--- src/rtl/restoring_divider.sv ---
// ---------------------------------------------------------------------------
// restoring_divider
//   Sequential unsigned restoring divider: FSM controller plus A/Q/M/count
//   datapath. Produces one quotient bit per SHIFT/SUB/FIX iteration and holds
//   the result in DONE until the next start. Shares the start/done handshake
//   of the Booth multiplier.
//
// Ports
//   clk          rising-edge clock
//   rst_n        asynchronous active-low reset
//   start        request; sampled only in IDLE or DONE
//   dividend     unsigned dividend, captured in LOAD
//   divisor      unsigned divisor, captured in LOAD
//   quotient     Q register
//   remainder    low WIDTH bits of the partial remainder A
//   busy         high in LOAD, SHIFT, SUB and FIX
//   done         high only in DONE; results valid while high
//   div_by_zero  set when divisor==0 at LOAD, cleared at the next LOAD
// ---------------------------------------------------------------------------
module restoring_divider #(
   parameter int WIDTH = 8
) (
   input  logic             clk,
   input  logic             rst_n,
   input  logic             start,
   input  logic [WIDTH-1:0] dividend,
   input  logic [WIDTH-1:0] divisor,
   output logic [WIDTH-1:0] quotient,
   output logic [WIDTH-1:0] remainder,
   output logic             busy,
   output logic             done,
   output logic             div_by_zero
);

   localparam int CW = $clog2(WIDTH + 1);

   typedef enum logic [2:0] {
      S_IDLE,
      S_LOAD,
      S_SHIFT,
      S_SUB,
      S_FIX,
      S_DONE
   } state_t;

   state_t           state;
   logic [WIDTH:0]   a_reg;   // signed partial remainder, one guard bit
   logic [WIDTH-1:0] q_reg;
   logic [WIDTH-1:0] m_reg;
   logic [CW-1:0]    count;
   logic             dbz_reg;

   always_ff @(posedge clk or negedge rst_n) begin
      if (!rst_n) begin
         state   <= S_IDLE;
         a_reg   <= '0;
         q_reg   <= '0;
         m_reg   <= '0;
         count   <= '0;
         dbz_reg <= 1'b0;
      end else begin
         case (state)
            S_IDLE: begin
               if (start) state <= S_LOAD;
            end

            S_LOAD: begin
               m_reg   <= divisor;
               count   <= CW'(WIDTH);
               dbz_reg <= (divisor == '0);
               if (divisor == '0) begin
                  // Divide by zero: skip iterations, report all-ones quotient
                  // and hand the dividend back as the remainder.
                  q_reg <= '1;
                  a_reg <= {1'b0, dividend};
                  state <= S_DONE;
               end else begin
                  q_reg <= dividend;
                  a_reg <= '0;
                  state <= S_SHIFT;
               end
            end

            S_SHIFT: begin
               // {A,Q} shifted left as one register; new Q[0] starts at 0.
               {a_reg, q_reg} <= {a_reg[WIDTH-1:0], q_reg, 1'b0};
               state          <= S_SUB;
            end

            S_SUB: begin
               a_reg <= a_reg - {1'b0, m_reg};
               state <= S_FIX;
            end

            S_FIX: begin
               if (a_reg[WIDTH]) begin
                  // Trial subtraction went negative: restore A, bit stays 0.
                  a_reg    <= a_reg + {1'b0, m_reg};
                  q_reg[0] <= 1'b0;
               end else begin
                  q_reg[0] <= 1'b1;
               end
               count <= count - CW'(1);
               if (count == CW'(1)) state <= S_DONE;
               else                 state <= S_SHIFT;
            end

            S_DONE: begin
               if (start) state <= S_LOAD;
            end

            default: state <= S_IDLE;
         endcase
      end
   end

   assign quotient    = q_reg;
   assign remainder   = a_reg[WIDTH-1:0];
   assign div_by_zero = dbz_reg;
   assign busy        = (state == S_LOAD) || (state == S_SHIFT) ||
                        (state == S_SUB)  || (state == S_FIX);
   assign done        = (state == S_DONE);

endmodule

--- config.mk ---
export PLATFORM = sky130hd
export DESIGN_NAME = restoring_divider
export DESIGN_NICKNAME = d
export VERILOG_FILES = /design/src/rtl/restoring_divider.sv
export SDC_FILE = /design/constraint.sdc
export NUM_CORES = 1
export LEC_CHECK = 0
export ABC_AREA = 1
export CORE_UTILIZATION = 44
export CTS_BUF_LIST = sky130_fd_sc_hd__clkbuf_16
export DETAILED_ROUTE_END_ITERATION = 8
export PLACE_DENSITY = 0.77
export RECOVER_POWER = 25
export SETUP_SLACK_MARGIN = 0.3
export SLEW_MARGIN = 0
export SYNTH_ARGS = -nofsm -noshare
export SYNTH_HDL_FRONTEND = slang
export SYNTH_SLANG_ARGS = --single-unit
export TNS_END_PERCENT = 30
--- constraint.sdc ---
create_clock -name clk -period 2.3 [get_ports clk]
set_clock_uncertainty 0.2 [all_clocks]
set_input_delay 0.69 -clock clk [delete_from_list [all_inputs] [get_ports clk]]
set_output_delay 0.69 -clock clk [all_outputs]
set_load 0.01 [all_outputs]
==> metrics.csv, run 1 <==
stage,metric,value,unit
hold_path,min_path_type,register to register,
route,drcViolationCount,0,
clock_tree,htreeDepth,2,
logic_synthesis,synth_edf_count,0,
critical_path,critPathMaxFanout,5,
logic_synthesis,ys_ff_latch,33,
cells_and_area,diodes,0,
critical_path,cp_slowest_cell,dlygate4sd3_1,
route,vias_per_cell,5.56,
sta,fin_crit,2.16,ns
power_and_ir_drop,powerDensity,1740,nW/um^2
cells_and_area,fill_cells,487,
floorplanning,io_pins,38,
sta,worstMarginPinSlew,0.832,ns
sta,hold_slack,0.287,ns
sta,rsz0062_at_grt,true,
route,wire_per_inst,15.1,microns
cells_and_area,fin_cells,499,
sta,fin_ws,0.142,ns
sta,timing.fmax,0.463,GHz
logic_synthesis,postSynthNetCount,411,
placement,place.gp.congestion,0.930,
logic_synthesis,syn_area,2610,sq um
clock_tree,cts_sinks,33,
cells_and_area,area_growth,33.5,%
floorplanning,die-area,6250,sq um
sta,finalSetupViolCount,0,
floorplanning,die_width,79.0,microns
grt,grt_max_degree,34,
logic_synthesis,synth-main-ff-cell,dfrtp_1,
route,wl,7520,microns
outcome,status,"complete, no violations",
grt,grt_pass1_wl,11700,microns
critical_path,cp_top_family,buffers and inverters,
critical_path,crit_type,input port to register,
sta,timing.slew.headroom,0.445,
critical_path,crit_arrival,2.14,ns
critical_path,max_stage_delay,0.53,ns
floorplanning,coreArea,5610,sq um
route,firstDrtPassIters,6,
logic_synthesis,yosys.cell_types.count,36,
clock_tree,path_clk_slew,0.06,ns
route,antenna_left,0,
critical_path,critPathBufInv,5,
cells_and_area,nNetsFinal,465,
route,vias,2774,
floorplanning,row_count,27,
placement,hpwl,5110,microns
grt,antenna_found_initial,0,
floorplanning,initial_core_util,0.466,
placement,place_inst,474,
grt,grt_overflow_total,0,
cells_and_area,largest_register_ffs,9,
route,drtIter0Drc,365,
logic_synthesis,yosysWarnings,0,
floorplanning,dieHeight,79.0,microns
critical_path,cp-end-kind,register,
sta,slew_violations,0,
placement,placement.io_buffers,37,
critical_path,crit_path_cell_trace,dlygate4sd3_1 -> inv_1 -> nand3_1 -> nor2_2 -> buf_4 -> buf_6 -> buf_4 -> o21bai_1 -> a31oi_1,
power_and_ir_drop,ir_drop,0.773,mV
clock_tree,cts_made_buffers,5,
clock_tree,root_buffer,clkbuf_16,
logic_synthesis,synthCells,372,
critical_path,path_common_cell,buf_4,
power_and_ir_drop,p_leak,1.80,nW
critical_path,required,2.28,ns
clock_tree,hold_buffers,0,
placement,post-place-ws,-0.0276,ns
clock_tree,clock_path_buffers,2,
logic_synthesis,ys_seq_area_frac,0.316,
job,max_cap_violations,0,
logic_synthesis,avgSynthCellArea,7.02,sq um
sta,tns,0,ns
grt,grt_use_total,0.243,
cells_and_area,fin_area,3490,sq um
cells_and_area,drive_gt1_frac,0.211,
placement,place_area,3030,sq um
sta,hold_viol,0,
clock_tree,clk-insertion-delay-late,0.28,ns
critical_path,cp-start-kind,input port,
grt,grt_pass1_vias,2525,
clock_tree,cts_tree,done,
sta,fin_crit_sh,0.938,
logic_synthesis,async_reset_ff_frac,1.00,
==> final cells by class <==
cell class / instances / area (sq um) / area share
Clock buffer: 5 / 125 / 0.0359
Clock inverter: 3 / 68.8 / 0.0197
Inverter: 55 / 214 / 0.0614
Multi-Input combinational cell: 267 / 1570 / 0.452
Sequential cell: 33 / 832 / 0.239
Tap cell: 72 / 90.1 / 0.0258
Timing Repair Buffer: 64 / 582 / 0.167
==> worst reg2reg max path, cell delays in order (launching register included) <==
cell,delay (ns)
dfrtp_2,0.44
inv_2,0.07
ha_2,0.17
inv_2,0.06
fa_2,0.41
nor2_1,0.14
nor3b_1,0.06
nor2_1,0.16
nand3_1,0.10
nand2_1,0.07
o21ai_1,0.07
==> routing by layer <==
| metal | vias up | track usage | wire, microns |
|---|---|---|---|
| li1 | 1295 | - | - |
| met1 | 1274 | 0.315 | 3150 |
| met2 | 174 | 0.388 | 3490 |
| met3 | 31 | 0.0471 | 641 |
| met4 | 0 | 0.115 | 235 |
| met5 | - | 0 | 0 |
==> path summary, 6_finish.rpt <==
| kind | startpoint | endpoint | slack (ns) | depth (start not counted) |
|---|---|---|---|---|
| max | divisor[0] | quotient[0] | 0.14 | 9 |
| min | div_by_zero | div_by_zero | 0.29 | 2 |
| max reg2reg | a_reg[0] | a_reg[2] | 0.24 | 10 |
| min reg2reg | div_by_zero | div_by_zero | 0.29 | 2 |
| max in group asynchronous | rst_n | a_reg[0] | 0.49 | 2 |
| min in group asynchronous | rst_n | quotient[1] | 0.84 | 2 |
==> kinds of logic (layout without fill, tap and decap cells) <==
group | count (synthesis) | in the layout | share of synthesized area
DFF | 33 | 33 | 0.316
adders and majority gates | 20 | 20 | 0.102
AOI/OAI and AO/OA | 40 | 40 | 0.0910
xor gates and xnor gates | 2 | 2 | 0.00671
buffers and inverters | 72 | 127 | 0.126
and+or+nand+nor | 205 | 205 | 0.359
==> report_power, final <==
group / internal (mW) / total [mW] / switching (mW)
logic: 1.64 / 4.05 / 2.41
registers: 0.874 / 1.13 / 0.258
clock network: 0.624 / 0.892 / 0.267
==> cell usage after synthesis, types with 2 or more instances <==
cell type | instances | share of area
a21oi_1 | 10 | 0.019
buf_2 | 5 | 0.0096
nand2_1 | 102 | 0.15
nor2_1 | 35 | 0.050
inv_2 | 5 | 0.0072
nand4_1 | 14 | 0.034
o21bai_1 | 2 | 0.0057
o21ai_0 | 19 | 0.036
ha_1 | 18 | 0.086
fa_1 | 2 | 0.015
nand3_2 | 2 | 0.0077
dfrtp_1 | 33 | 0.32
nand2_2 | 3 | 0.0072
nor2_2 | 3 | 0.0072
inv_1 | 48 | 0.069
o2111ai_1 | 2 | 0.0067
o22ai_1 | 2 | 0.0048
buf_4 | 9 | 0.026
nand2_4 | 4 | 0.017
nand3_1 | 37 | 0.071
nor2_4 | 2 | 0.0086
==> cells in the final DEF (no fill, tap or decap), types with 9 or more instances in the layout <==
| cell | netlist | routed |
|---|---|---|
| clkdlybuf4s50_1 | 0 | 20 |
| buf_4 | 9 | 24 |
| nand4_1 | 14 | 14 |
| o21ai_0 | 19 | 17 |
| ha_1 | 18 | 12 |
| nand2_1 | 102 | 98 |
| nand3_1 | 37 | 31 |
| nor2_1 | 35 | 31 |
| dfrtp_1 | 33 | 28 |
| inv_1 | 48 | 46 |
| a21oi_1 | 10 | 9 |
==> what timing repair did <==
| item | 4_1_cts | 5_1_grt |
|---|---|---|
| buffers inserted | 3 | 13 |
| endpoints found under the setup margin | 27 | 33 |
| pin swaps | 1 | 19 |
| resized for setup | 20 | 44 |
| cloned | 0 | 1 |
==> through the flow <==
stage | utilization | power [mW]
5_1_grt | 0.622 | 6.59
4_1_cts | 0.579 | 5.51
3_3_place_gp | 0.540 | 4.48
3_5_place_dp | 0.540 | 4.56
2_1_floorplan | - | 3.66
6_report | 0.622 | 6.08
(Power assumes the default switching activity.)
==> run 2: changes to the inputs <==
--- a/config.mk
+++ b/config.mk
@@ -9,7 +9,8 @@
 export CORE_UTILIZATION = 44
 export CTS_BUF_LIST = sky130_fd_sc_hd__clkbuf_16
 export DETAILED_ROUTE_END_ITERATION = 8
-export PLACE_DENSITY = 0.77
+export DONT_BUFFER_PORTS = 1
+export PLACE_DENSITY = 0.69
 export RECOVER_POWER = 25
 export SETUP_SLACK_MARGIN = 0.3
 export SLEW_MARGIN = 0
==> metrics.csv, run 2 (same netlist as run 1, synthesis figures left out) <==
stage,metric,value,unit,change
outcome,status,"complete, no violations",,
placement,place.gp.congestion,0.941,,+1.2%
route,wl,7060,microns,-6.1%
cells_and_area,drive_gt1_frac,0.204,,-0.00658
route,wire_per_inst,15.5,microns,+3.2%
clock_tree,cts_sinks,33,,unchanged
floorplanning,die-area,6250,sq um,unchanged
placement,hpwl,5100,microns,-0.19%
clock_tree,clk-insertion-delay-late,0.28,ns,about the same
sta,fin_crit,2.04,ns,-0.117 ns
grt,use_met3,0.0655,,+0.0184
clock_tree,cts_tree,done,,
power_and_ir_drop,swShare,0.514,,+0.0306
clock_tree,clock_path_buffers,2,,unchanged
grt,grt_max_degree,34,,unchanged
critical_path,reg2reg_slack,0.26,ns,+0.02 ns
cells_and_area,final_cell_mix,"nand2_1 (100), inv_1 (45), nand3_1 (36), nor2_1 (33), dfrtp_1 (27)",,
critical_path,required,2.27,ns,about the same
floorplanning,row_count,27,,unchanged
floorplanning,die_width,79.0,microns,unchanged
cells_and_area,largest_register_ffs,9,,unchanged
critical_path,crit_type,register to register,,
sta,worstMarginPinSlew,0.870,ns,+0.0379 ns
cells_and_area,nNetsFinal,420,,-9.7%
route,drtIter0Drc,225,,-38%
sta,timing.fmax,0.490,GHz,+5.7%
power_and_ir_drop,ir_drop,0.870,mV,+13%
power_and_ir_drop,seq_power_share,0.225,,+0.039
cells_and_area,final_common_cell,nand2_1,,
power_and_ir_drop,powerDensity,1820,nW/um^2,+4.6%
clock_tree,root_buffer,clkbuf_16,,
hold_path,min_path_type,register to register,,
clock_tree,path_clk_slew,0.06,ns,about the same
sta,hold_slack,0.297,ns,+0.00998 ns
route,vias_per_cell,5.46,,-1.7%
sta,timing.slew.headroom,0.420,,-0.0253
critical_path,critPathMaxFanout,4,,-1
floorplanning,io_pins,38,,unchanged
grt,grt_pass1_wl,11200,microns,-3.6%
clock_tree,htreeDepth,2,,unchanged
placement,placement.io_buffers,0,,-100%
cells_and_area,area_growth,15.5,%,
grt,top_usage_layer,met2,,
power_and_ir_drop,p_clk_frac,0.118,,-0.029
grt,grt_overflow_total,0,,unchanged
route,firstDrtPassIters,5,,-1
clock_tree,cts_made_buffers,5,,unchanged
sta,tns,0,ns,unchanged
sta,fin_ws,0.258,ns,+0.117 ns
power_and_ir_drop,p_int,2.68,mW,-15%
grt,grt_use_total,0.234,,-0.00921
floorplanning,initial_core_util,0.466,,unchanged
cells_and_area,postLayoutCoreUtil,0.538,,-0.0837
cells_and_area,fill_cells,552,,+13%
sta,slew_violations,0,,unchanged
critical_path,cp-start-kind,register,,
grt,antenna_found_initial,0,,unchanged
floorplanning,coreArea,5610,sq um,unchanged
critical_path,crit_arrival,2.01,ns,-0.13 ns
critical_path,cp-end-kind,register,,
cells_and_area,diodes,0,,unchanged
power_and_ir_drop,power_frac_comb,0.657,,-0.010
grt,met2_usage,0.365,,-0.0233
sta,finalSetupViolCount,0,,unchanged
route,vias,2481,,-11%
sta,rsz0062_at_grt,true,,
route,drcViolationCount,0,,unchanged
grt,grt_pass1_vias,2417,,-4.3%
power_and_ir_drop,p_switching,2.82,mW,-3.8%
sta,fin_crit_sh,0.888,,-0.0508
route,antenna_left,0,,unchanged
sta,hold_viol,0,,unchanged
floorplanning,dieHeight,79.0,microns,unchanged
job,max_cap_violations,0,,unchanged
placement,post-place-ws,0.261,ns,+0.288 ns
grt,grt_use_met1,0.316,,+0.000457
power_and_ir_drop,p_leak,1.51,nW,-16%
-- run 2: cell types whose count changed in the layout (fill, tap and decap cells not counted), sizes merged --
cell / before / now
clkdlybuf4s50: 20 / 0
buf: 28 / 18
dlygate4sd2: 6 / 0
dlymetal6s2s: 6 / 0
dlygate4sd3: 3 / 0
bufinv: 2 / 0
clkinv: 1 / 3
clkinvlp: 0 / 1
inv: 55 / 54
-- run 2: repair_timing --
item	CTS	global route
resized for setup	7	32
setup buffers	7	4
setup endpoints to repair	8	9
endpoints found under the hold margin	33	0
pin swaps	1	10
hold buffers	1	0
-- run 2: critical path, stage by stage, from the launching register on --
cell	delay [ns]
dfrtp_2	0.46
inv_2	0.10
ha_4	0.13
inv_2	0.05
fa_2	0.42
nor2_2	0.15
nor3b_2	0.06
nor2_1	0.15
nand3_1	0.08
nand2_1	0.06
o21ai_1	0.06
-- run 2: final cells by class --
class	count	area, sq um	area share
inverters	55	214	0.0709
multi-input cells	267	1600	0.530
clock buffers	5	125	0.0415
clock inverters	3	17.5	0.00581
flip-flops and latches	33	833	0.276
repair buffers	19	138	0.0456
well taps	72	90.1	0.0299
-- run 2: through the flow --
step | std cells | total power [mW] | instance area (sq um)
floorplan | 372 | 3.66 | 2610
global placement | 434 | 4.15 | 2640
detailed placement | 434 | 4.21 | 2640
CTS | 450 | 5.02 | 2870
global route | 454 | 5.98 | 3020
finish | 454 | 5.50 | 3020
-- run 2: routing by layer --
metal	routed length (microns)	share of wire	vias to the layer above
li1	-	-	1206
met1	3220	0.46	1150
met2	3120	0.44	118
met3	670	0.095	7
met4	51	0.0072	0
met5	0	0	-
-- run 2: power by group through the flow --
stage | Clock (mW) | Combinational (mW) | Sequential [mW]
after global placement | 0 | 2.95 | 1.19
after floorplan | 0 | 2.53 | 1.12
after detailed placement | 0 | 3.01 | 1.20
final | 0.650 | 3.61 | 1.24
after CTS | 0.660 | 3.16 | 1.20
after global routing | 0.689 | 4.01 | 1.28
-- run 2: path summary, 6_finish.rpt --
check | start | cells past startpoint | endpoint
setup / recovery | a_reg[0] | 10 | a_reg[2]
hold / removal | count[3] | 1 | count[3]
setup reg to reg | a_reg[0] | 10 | a_reg[2]
hold reg to reg | count[3] | 1 | count[3]
max in group asynchronous | rst_n | 1 | a_reg[1]
min in group asynchronous | rst_n | 1 | quotient[5]
